**src/rtl/seq_shift_register_if.sv**
```systemverilog
// Command/result bundle for seq_shift_register.
// The master side issues commands; the slave side returns the register state.
// op_ready is the slave's acceptance qualifier for op_valid.
interface seq_shift_register_if #(
  parameter int DATA_WIDTH  = 16,
  parameter int SHAMT_WIDTH = 4
);
  logic                   op_valid;
  logic                   op_ready;
  logic [2:0]             op;
  logic [DATA_WIDTH-1:0]  in;
  logic [SHAMT_WIDTH-1:0] shamt;
  logic                   fill;
  logic [DATA_WIDTH-1:0]  out;
  logic                   carry;
  logic                   zero;
  logic                   busy;
  logic                   done;

  modport master (
    output op_valid, op, in, shamt, fill,
    input  op_ready, out, carry, zero, busy, done
  );

  modport slave (
    input  op_valid, op, in, shamt, fill,
    output op_ready, out, carry, zero, busy, done
  );
endinterface

```
**src/rtl/seq_shift_register.sv**
```systemverilog
// Accumulator/shifter: CLR/LD/INC/DEC plus serial SHR/SHL/ROR with carry and zero flags.
// Latency: single-cycle ops and shamt<=1 finish at the accept edge; shifts take shamt edges.
// Backpressure: op_ready low while a multi-step shift runs; commands offered then are dropped.
module seq_shift_register #(
  parameter int DATA_WIDTH  = 16,
  parameter int SHAMT_WIDTH = 4,
  parameter bit SATURATE    = 1'b0
) (
  input logic              clk,
  input logic              rst_n,
  seq_shift_register_if.slave bus
);

  localparam logic [2:0] OP_NOP = 3'd0;
  localparam logic [2:0] OP_CLR = 3'd1;
  localparam logic [2:0] OP_LD  = 3'd2;
  localparam logic [2:0] OP_INC = 3'd3;
  localparam logic [2:0] OP_DEC = 3'd4;
  localparam logic [2:0] OP_SHR = 3'd5;
  localparam logic [2:0] OP_SHL = 3'd6;
  localparam logic [2:0] OP_ROR = 3'd7;

  localparam logic [SHAMT_WIDTH-1:0] CNT_ONE  = {{(SHAMT_WIDTH-1){1'b0}}, 1'b1};
  localparam logic [DATA_WIDTH-1:0]  DATA_ONE = {{(DATA_WIDTH-1){1'b0}}, 1'b1};

  typedef enum logic {ST_IDLE, ST_SHIFT} state_e;

  state_e                 state_q, state_d;
  logic [SHAMT_WIDTH-1:0] cnt_q, cnt_d;
  logic [2:0]             sop_q, sop_d;
  logic                   fill_q, fill_d;
  logic [DATA_WIDTH-1:0]  out_q, out_d;
  logic                   carry_q, carry_d;
  logic                   done_q, done_d;

  logic [2:0]             step_op;
  logic                   step_fill;
  logic [DATA_WIDTH:0]    step_res;
  logic [DATA_WIDTH:0]    inc_sum;

  // One 1-bit shift step {carry, out}; the first step uses the live command, later ones the latched copy.
  always_comb begin
    step_op   = (state_q == ST_SHIFT) ? sop_q  : bus.op;
    step_fill = (state_q == ST_SHIFT) ? fill_q : bus.fill;
    step_res  = {carry_q, out_q};
    case (step_op)
      OP_SHR:  step_res = {out_q[0], step_fill, out_q[DATA_WIDTH-1:1]};
      OP_SHL:  step_res = {out_q[DATA_WIDTH-1], out_q[DATA_WIDTH-2:0], step_fill};
      OP_ROR:  step_res = {out_q[0], out_q[0], out_q[DATA_WIDTH-1:1]};
      default: step_res = {carry_q, out_q};
    endcase
  end

  assign inc_sum = {1'b0, out_q} + {1'b0, DATA_ONE};

  // Next-state logic: command decode in IDLE, serial stepping in SHIFT.
  always_comb begin
    state_d = state_q;
    cnt_d   = cnt_q;
    sop_d   = sop_q;
    fill_d  = fill_q;
    out_d   = out_q;
    carry_d = carry_q;
    done_d  = 1'b0;
    case (state_q)
      ST_IDLE: begin
        if (bus.op_valid) begin
          done_d = 1'b1;
          case (bus.op)
            OP_NOP: ;
            OP_CLR: begin
              out_d   = '0;
              carry_d = 1'b0;
            end
            OP_LD: begin
              out_d   = bus.in;
              carry_d = 1'b0;
            end
            OP_INC: begin
              if (SATURATE && (&out_q)) begin
                carry_d = 1'b1;
              end else begin
                {carry_d, out_d} = inc_sum;
              end
            end
            OP_DEC: begin
              carry_d = (out_q == '0);
              if (!(SATURATE && (out_q == '0))) begin
                out_d = out_q - DATA_ONE;
              end
            end
            default: begin
              // Shift/rotate: zero amount is a no-op; otherwise the accept edge is step one.
              if (bus.shamt != '0) begin
                {carry_d, out_d} = step_res;
                sop_d  = bus.op;
                fill_d = bus.fill;
                if (bus.shamt != CNT_ONE) begin
                  state_d = ST_SHIFT;
                  cnt_d   = bus.shamt - CNT_ONE;
                  done_d  = 1'b0;
                end
              end
            end
          endcase
        end
      end
      ST_SHIFT: begin
        {carry_d, out_d} = step_res;
        cnt_d = cnt_q - CNT_ONE;
        if (cnt_q == CNT_ONE) begin
          state_d = ST_IDLE;
          done_d  = 1'b1;
        end
      end
      default: state_d = ST_IDLE;
    endcase
  end

  // State and datapath registers; reset discards any shift in flight.
  always_ff @(posedge clk or negedge rst_n) begin
    if (!rst_n) begin
      state_q <= ST_IDLE;
      cnt_q   <= '0;
      sop_q   <= OP_NOP;
      fill_q  <= 1'b0;
      out_q   <= '0;
      carry_q <= 1'b0;
      done_q  <= 1'b0;
    end else begin
      state_q <= state_d;
      cnt_q   <= cnt_d;
      sop_q   <= sop_d;
      fill_q  <= fill_d;
      out_q   <= out_d;
      carry_q <= carry_d;
      done_q  <= done_d;
    end
  end

  assign bus.op_ready = (state_q == ST_IDLE);
  assign bus.busy     = (state_q == ST_SHIFT);
  assign bus.out      = out_q;
  assign bus.carry    = carry_q;
  assign bus.zero     = (out_q == '0);
  assign bus.done     = done_q;

endmodule
```
**src/flat_wrapper.sv**
```systemverilog
// flat-port wrapper written by rule: the top's interface ports become plain ports
module seq_shift_register_flat 
#(
  parameter int DATA_WIDTH  = 16,
  parameter int SHAMT_WIDTH = 4,
  parameter bit SATURATE    = 1'b0
)
  (clk, rst_n, bus_op_valid, bus_op, bus_in, bus_shamt, bus_fill, bus_op_ready, bus_out, bus_carry, bus_zero, bus_busy, bus_done);
  seq_shift_register_if #(.DATA_WIDTH(DATA_WIDTH), .SHAMT_WIDTH(SHAMT_WIDTH)) bus_i ();
  input logic clk;
  input logic rst_n;
  input wire logic [$bits(bus_i.op_valid)-1:0] bus_op_valid;
  input wire logic [$bits(bus_i.op)-1:0] bus_op;
  input wire logic [$bits(bus_i.in)-1:0] bus_in;
  input wire logic [$bits(bus_i.shamt)-1:0] bus_shamt;
  input wire logic [$bits(bus_i.fill)-1:0] bus_fill;
  output wire logic [$bits(bus_i.op_ready)-1:0] bus_op_ready;
  output wire logic [$bits(bus_i.out)-1:0] bus_out;
  output wire logic [$bits(bus_i.carry)-1:0] bus_carry;
  output wire logic [$bits(bus_i.zero)-1:0] bus_zero;
  output wire logic [$bits(bus_i.busy)-1:0] bus_busy;
  output wire logic [$bits(bus_i.done)-1:0] bus_done;
  assign bus_i.op_valid = bus_op_valid;
  assign bus_i.op = bus_op;
  assign bus_i.in = bus_in;
  assign bus_i.shamt = bus_shamt;
  assign bus_i.fill = bus_fill;
  assign bus_op_ready = bus_i.op_ready;
  assign bus_out = bus_i.out;
  assign bus_carry = bus_i.carry;
  assign bus_zero = bus_i.zero;
  assign bus_busy = bus_i.busy;
  assign bus_done = bus_i.done;
  seq_shift_register #(.DATA_WIDTH(DATA_WIDTH), .SHAMT_WIDTH(SHAMT_WIDTH), .SATURATE(SATURATE)) u_core (.clk(clk), .rst_n(rst_n), .bus(bus_i));
endmodule
```
**config.mk**
```make
export PLATFORM = sky130hd
export DESIGN_NAME = seq_shift_register_flat
export DESIGN_NICKNAME = d
export VERILOG_FILES = /design/src/rtl/seq_shift_register_if.sv /design/src/rtl/seq_shift_register.sv /design/src/flat_wrapper.sv
export SDC_FILE = /design/constraint.sdc
export NUM_CORES = 1
export LEC_CHECK = 0
export ABC_AREA = 1
export BUFFER_PORTS_ARGS = -buffer_cell sky130_fd_sc_hd__buf_2
export CORE_MARGIN = 5
export CORE_UTILIZATION = 58
export DETAILED_ROUTE_END_ITERATION = 8
export GPL_TIMING_DRIVEN = 0
export PLACE_DENSITY = 0.77
export SYNTH_ARGS = -nofsm -noshare
export SYNTH_HDL_FRONTEND = slang
export SYNTH_SLANG_ARGS = --single-unit
```
**constraint.sdc**
```tcl
create_clock -name clk -period 2.2 [get_ports clk]
set_clock_uncertainty 0.15 [all_clocks]
set_input_delay 0.22 -clock clk [delete_from_list [all_inputs] [get_ports clk]]
set_output_delay 0.22 -clock clk [all_outputs]
set_load 0.02 [all_outputs]
```
==> impl_metrics.env <==
export IMPL_clk_latency_ps=290
export IMPL_fin_util=0.681
export IMPL_status="complete, no violations"
export IMPL_fin_crit_ps=2100
export IMPL_pre_cts_ws_ps=-189
export IMPL_port_buffers=47
export IMPL_grt_pass1_vias=3503
export IMPL_final_area_mm2=0.00345
export IMPL_hold_ws_ps=62.2
export IMPL_synth_nets=585
export IMPL_die_w_um=82.0
export IMPL_reg2reg_from="u_core.bus.busy"
export IMPL_cp_cell_sequence="inv_2 -> ha_4 -> nand2_4 -> nor2_4 -> nand2_2 -> nor4_4 -> buf_4"
export IMPL_rsz0062_at_grt="false"
export IMPL_leakage_nw=1.83
export IMPL_pwr_share_clk=0.064
export IMPL_setup_viol=0
export IMPL_num_vias=3899
export IMPL_wl_per_cell_um=15.5
export IMPL_min_period_over_period=0.957
export IMPL_dp_hpwl_mm=7.78
export IMPL_slew_viol_final=0
export IMPL_hold_path_class="in2reg"
export IMPL_internal_power_mw=2.03
export IMPL_diodes=0
export IMPL_ys_async_sr_fraction=1.00
export IMPL_yosys_register_bits=27
export IMPL_end_kind="output port"
export IMPL_cp_max_fo=6
export IMPL_worstSetupStartpointType="flip-flop"
export IMPL_grt_max_degree=28
export IMPL_routed_wirelength_mm=10.4
export IMPL_power_density_mw_per_mm2=1450
export IMPL_worstSetupStartpoint="u_core.bus.out[0]"
export IMPL_cts_buffers=3
export IMPL_max_freq_mhz=475
export IMPL_grt_usage=0.321
export IMPL_ys_flop_type="dfrtp_1"
export IMPL_drv_cap=0
export IMPL_tightest_slew_ps=1030
export IMPL_ir_worst_vdd_v=0.000827
export IMPL_htree_levels=1
export IMPL_hold_path_startpoint="bus_fill"
export IMPL_numClockSinks=27
export IMPL_cts_tree="yes"
export IMPL_switching_share=0.594
export IMPL_first_pass_iters=6
export IMPL_synth_cells=552
export IMPL_synth_distinct_cells=28
export IMPL_antenna_found_initial=0
export IMPL_syn_to_final_growth_pct=15.0
export IMPL_clkTransAtPathRegs_ps=110
export IMPL_drt_iter0_drc=511
export IMPL_initial_utilization=0.592
export IMPL_synth_edf_count=0
export IMPL_ys_warn_count=0
export IMPL_p_switching_mw=2.97
export IMPL_syn_area_mm2=0.00300
export IMPL_drive_gt1_frac=0.156
export IMPL_ios=48
export IMPL_worst_slack_ps=95.6
export IMPL_slew_headroom=0.305
export IMPL_overflow=0
export IMPL_finalHoldViolations=0
export IMPL_dpl_cell_area_mm2=0.00333
export IMPL_fin_nets=635
export IMPL_vias_per_cell=5.81
export IMPL_dieHeight_um=82.0
export IMPL_die_area_mm2=0.00672
export IMPL_worst_path_max_delay_cell="dfrtp_2"
export IMPL_grt_pass1_wl_mm=16.6
export IMPL_seq_area_frac_synth=0.225
export IMPL_pwr_share_comb=0.725
export IMPL_pwr_share_seq=0.211
export IMPL_rows=26
export IMPL_max_stage_delay_ps=430
export IMPL_avgSynthCellArea_um2=5.44
export IMPL_drc=0
export IMPL_place_congestion=0.982
export IMPL_crit_required_ps=1830
export IMPL_path_class="reg2out"
export IMPL_antenna_violating_nets_post_route=0
export IMPL_clk_path_buf_depth=2
export IMPL_root_buffer="clkbuf_8"
export IMPL_crit_arrival_ps=1730
export IMPL_fin_setup_tns_ps=0
export IMPL_fp_coreArea_mm2=0.00507
-- flip-flops by register name, summed over array words and instances (netlist names) --
signal            count
u_core.bus.carry      1
u_core.sop_q          3
u_core.bus.busy       1
u_core.bus.done       1
u_core.bus.out       16
u_core.cnt_q          4
u_core.fill_q         1
-- critical path: cells and delay by family, from the launching register on --
family | cells | cell delay, ps
and+or+nand+nor | 4 | 530
DFF | 1 | 430
buffers and inverters | 2 | 300
adders and majority gates | 1 | 170
-- worst paths after layout --
check,endpoint,slack (ps),cells after the start
min in group asynchronous,u_core.cnt_q[0],340,2
hold / removal,u_core.fill_q,60,3
setup reg to reg,u_core.bus.out[15],170,13
max in group asynchronous,u_core.bus.out[0],1090,2
setup / recovery,bus_zero,100,7
hold reg to reg,u_core.sop_q[2],340,2
-- placed cells by master, fill, tap and decap left out, types with 2 or more instances in the layout --
cell type / instances
a21oi_1: 25
buf_2: 59
buf_4: 6
clkbuf_1: 10
clkbuf_2: 3
clkbuf_8: 3
dfrtp_1: 21
dfrtp_2: 6
ha_1: 5
inv_1: 57
inv_2: 3
nand2_1: 187
nand3_1: 95
nand4_1: 8
nor2_1: 56
nor2_2: 4
nor3_1: 3
o211ai_1: 2
o21ai_0: 28
o21ai_1: 2
xor2_1: 2
-- area by class of cell --
cell class | count | area [um^2]
plain buffers | 26 | 121
clock buffers | 4 | 45.0
fillers | 513 | 1620
inverters | 60 | 225
multi-input cells | 432 | 2010
flip-flops and latches | 27 | 683
well taps | 70 | 87.6
repair buffers | 52 | 278
-- stage by stage --
step                power, mW  std cells
floorplan                3.49        552
global placement         4.39        669
detailed placement       4.46        669
CTS                      4.84        674
global route             5.45        671
finish                   5.00        671
-- Yosys cell counts, drive strengths merged, types with 2 or more instances --
master,count,area share
nand2,189,0.24
a21oi,25,0.042
nand4,8,0.017
nor2,61,0.078
buf,13,0.023
nand3,96,0.16
nor3,4,0.0083
o211ai,2,0.0050
clkbuf,20,0.025
ha,6,0.025
o21ai,32,0.058
xor2,2,0.0058
inv,60,0.075
dfrtp,27,0.23
-- power by group through the flow --
stage / logic (mW) / registers (mW) / clock network, mW
after floorplan: 2.40 / 1.10 / 0
after global placement: 3.49 / 0.900 / 0
after detailed placement: 3.55 / 0.910 / 0
after CTS: 3.59 / 0.935 / 0.319
after global routing: 4.02 / 1.09 / 0.341
final: 3.63 / 1.05 / 0.319
-- cells by family after synthesis --
group,synth area share
buffers and inverters,0.123
xor gates and xnor gates,0.00875
AOI/OAI and AO/OA,0.115
and+or+nand+nor,0.503
DFF,0.225
adders and majority gates,0.0250
-- what timing repair did --
item | 4_1_cts | 5_1_grt
buffers inserted | 3 | 1
endpoints found under the setup margin | 4 | 17
hold buffers | 1 | 0
hold endpoints to repair | 27 | 0
gates resized for setup | 8 | 20
pin swaps | 1 | 3
-- layer usage --
metal	track usage	wire length, um	up-vias
li1	-	-	1864
met1	0.400	4210	1759
met2	0.566	4970	247
met3	0.0373	942	29
met4	0.111	301	0
met5	0	0	-
No activity file was read; power rests on OpenSTA's default activity.
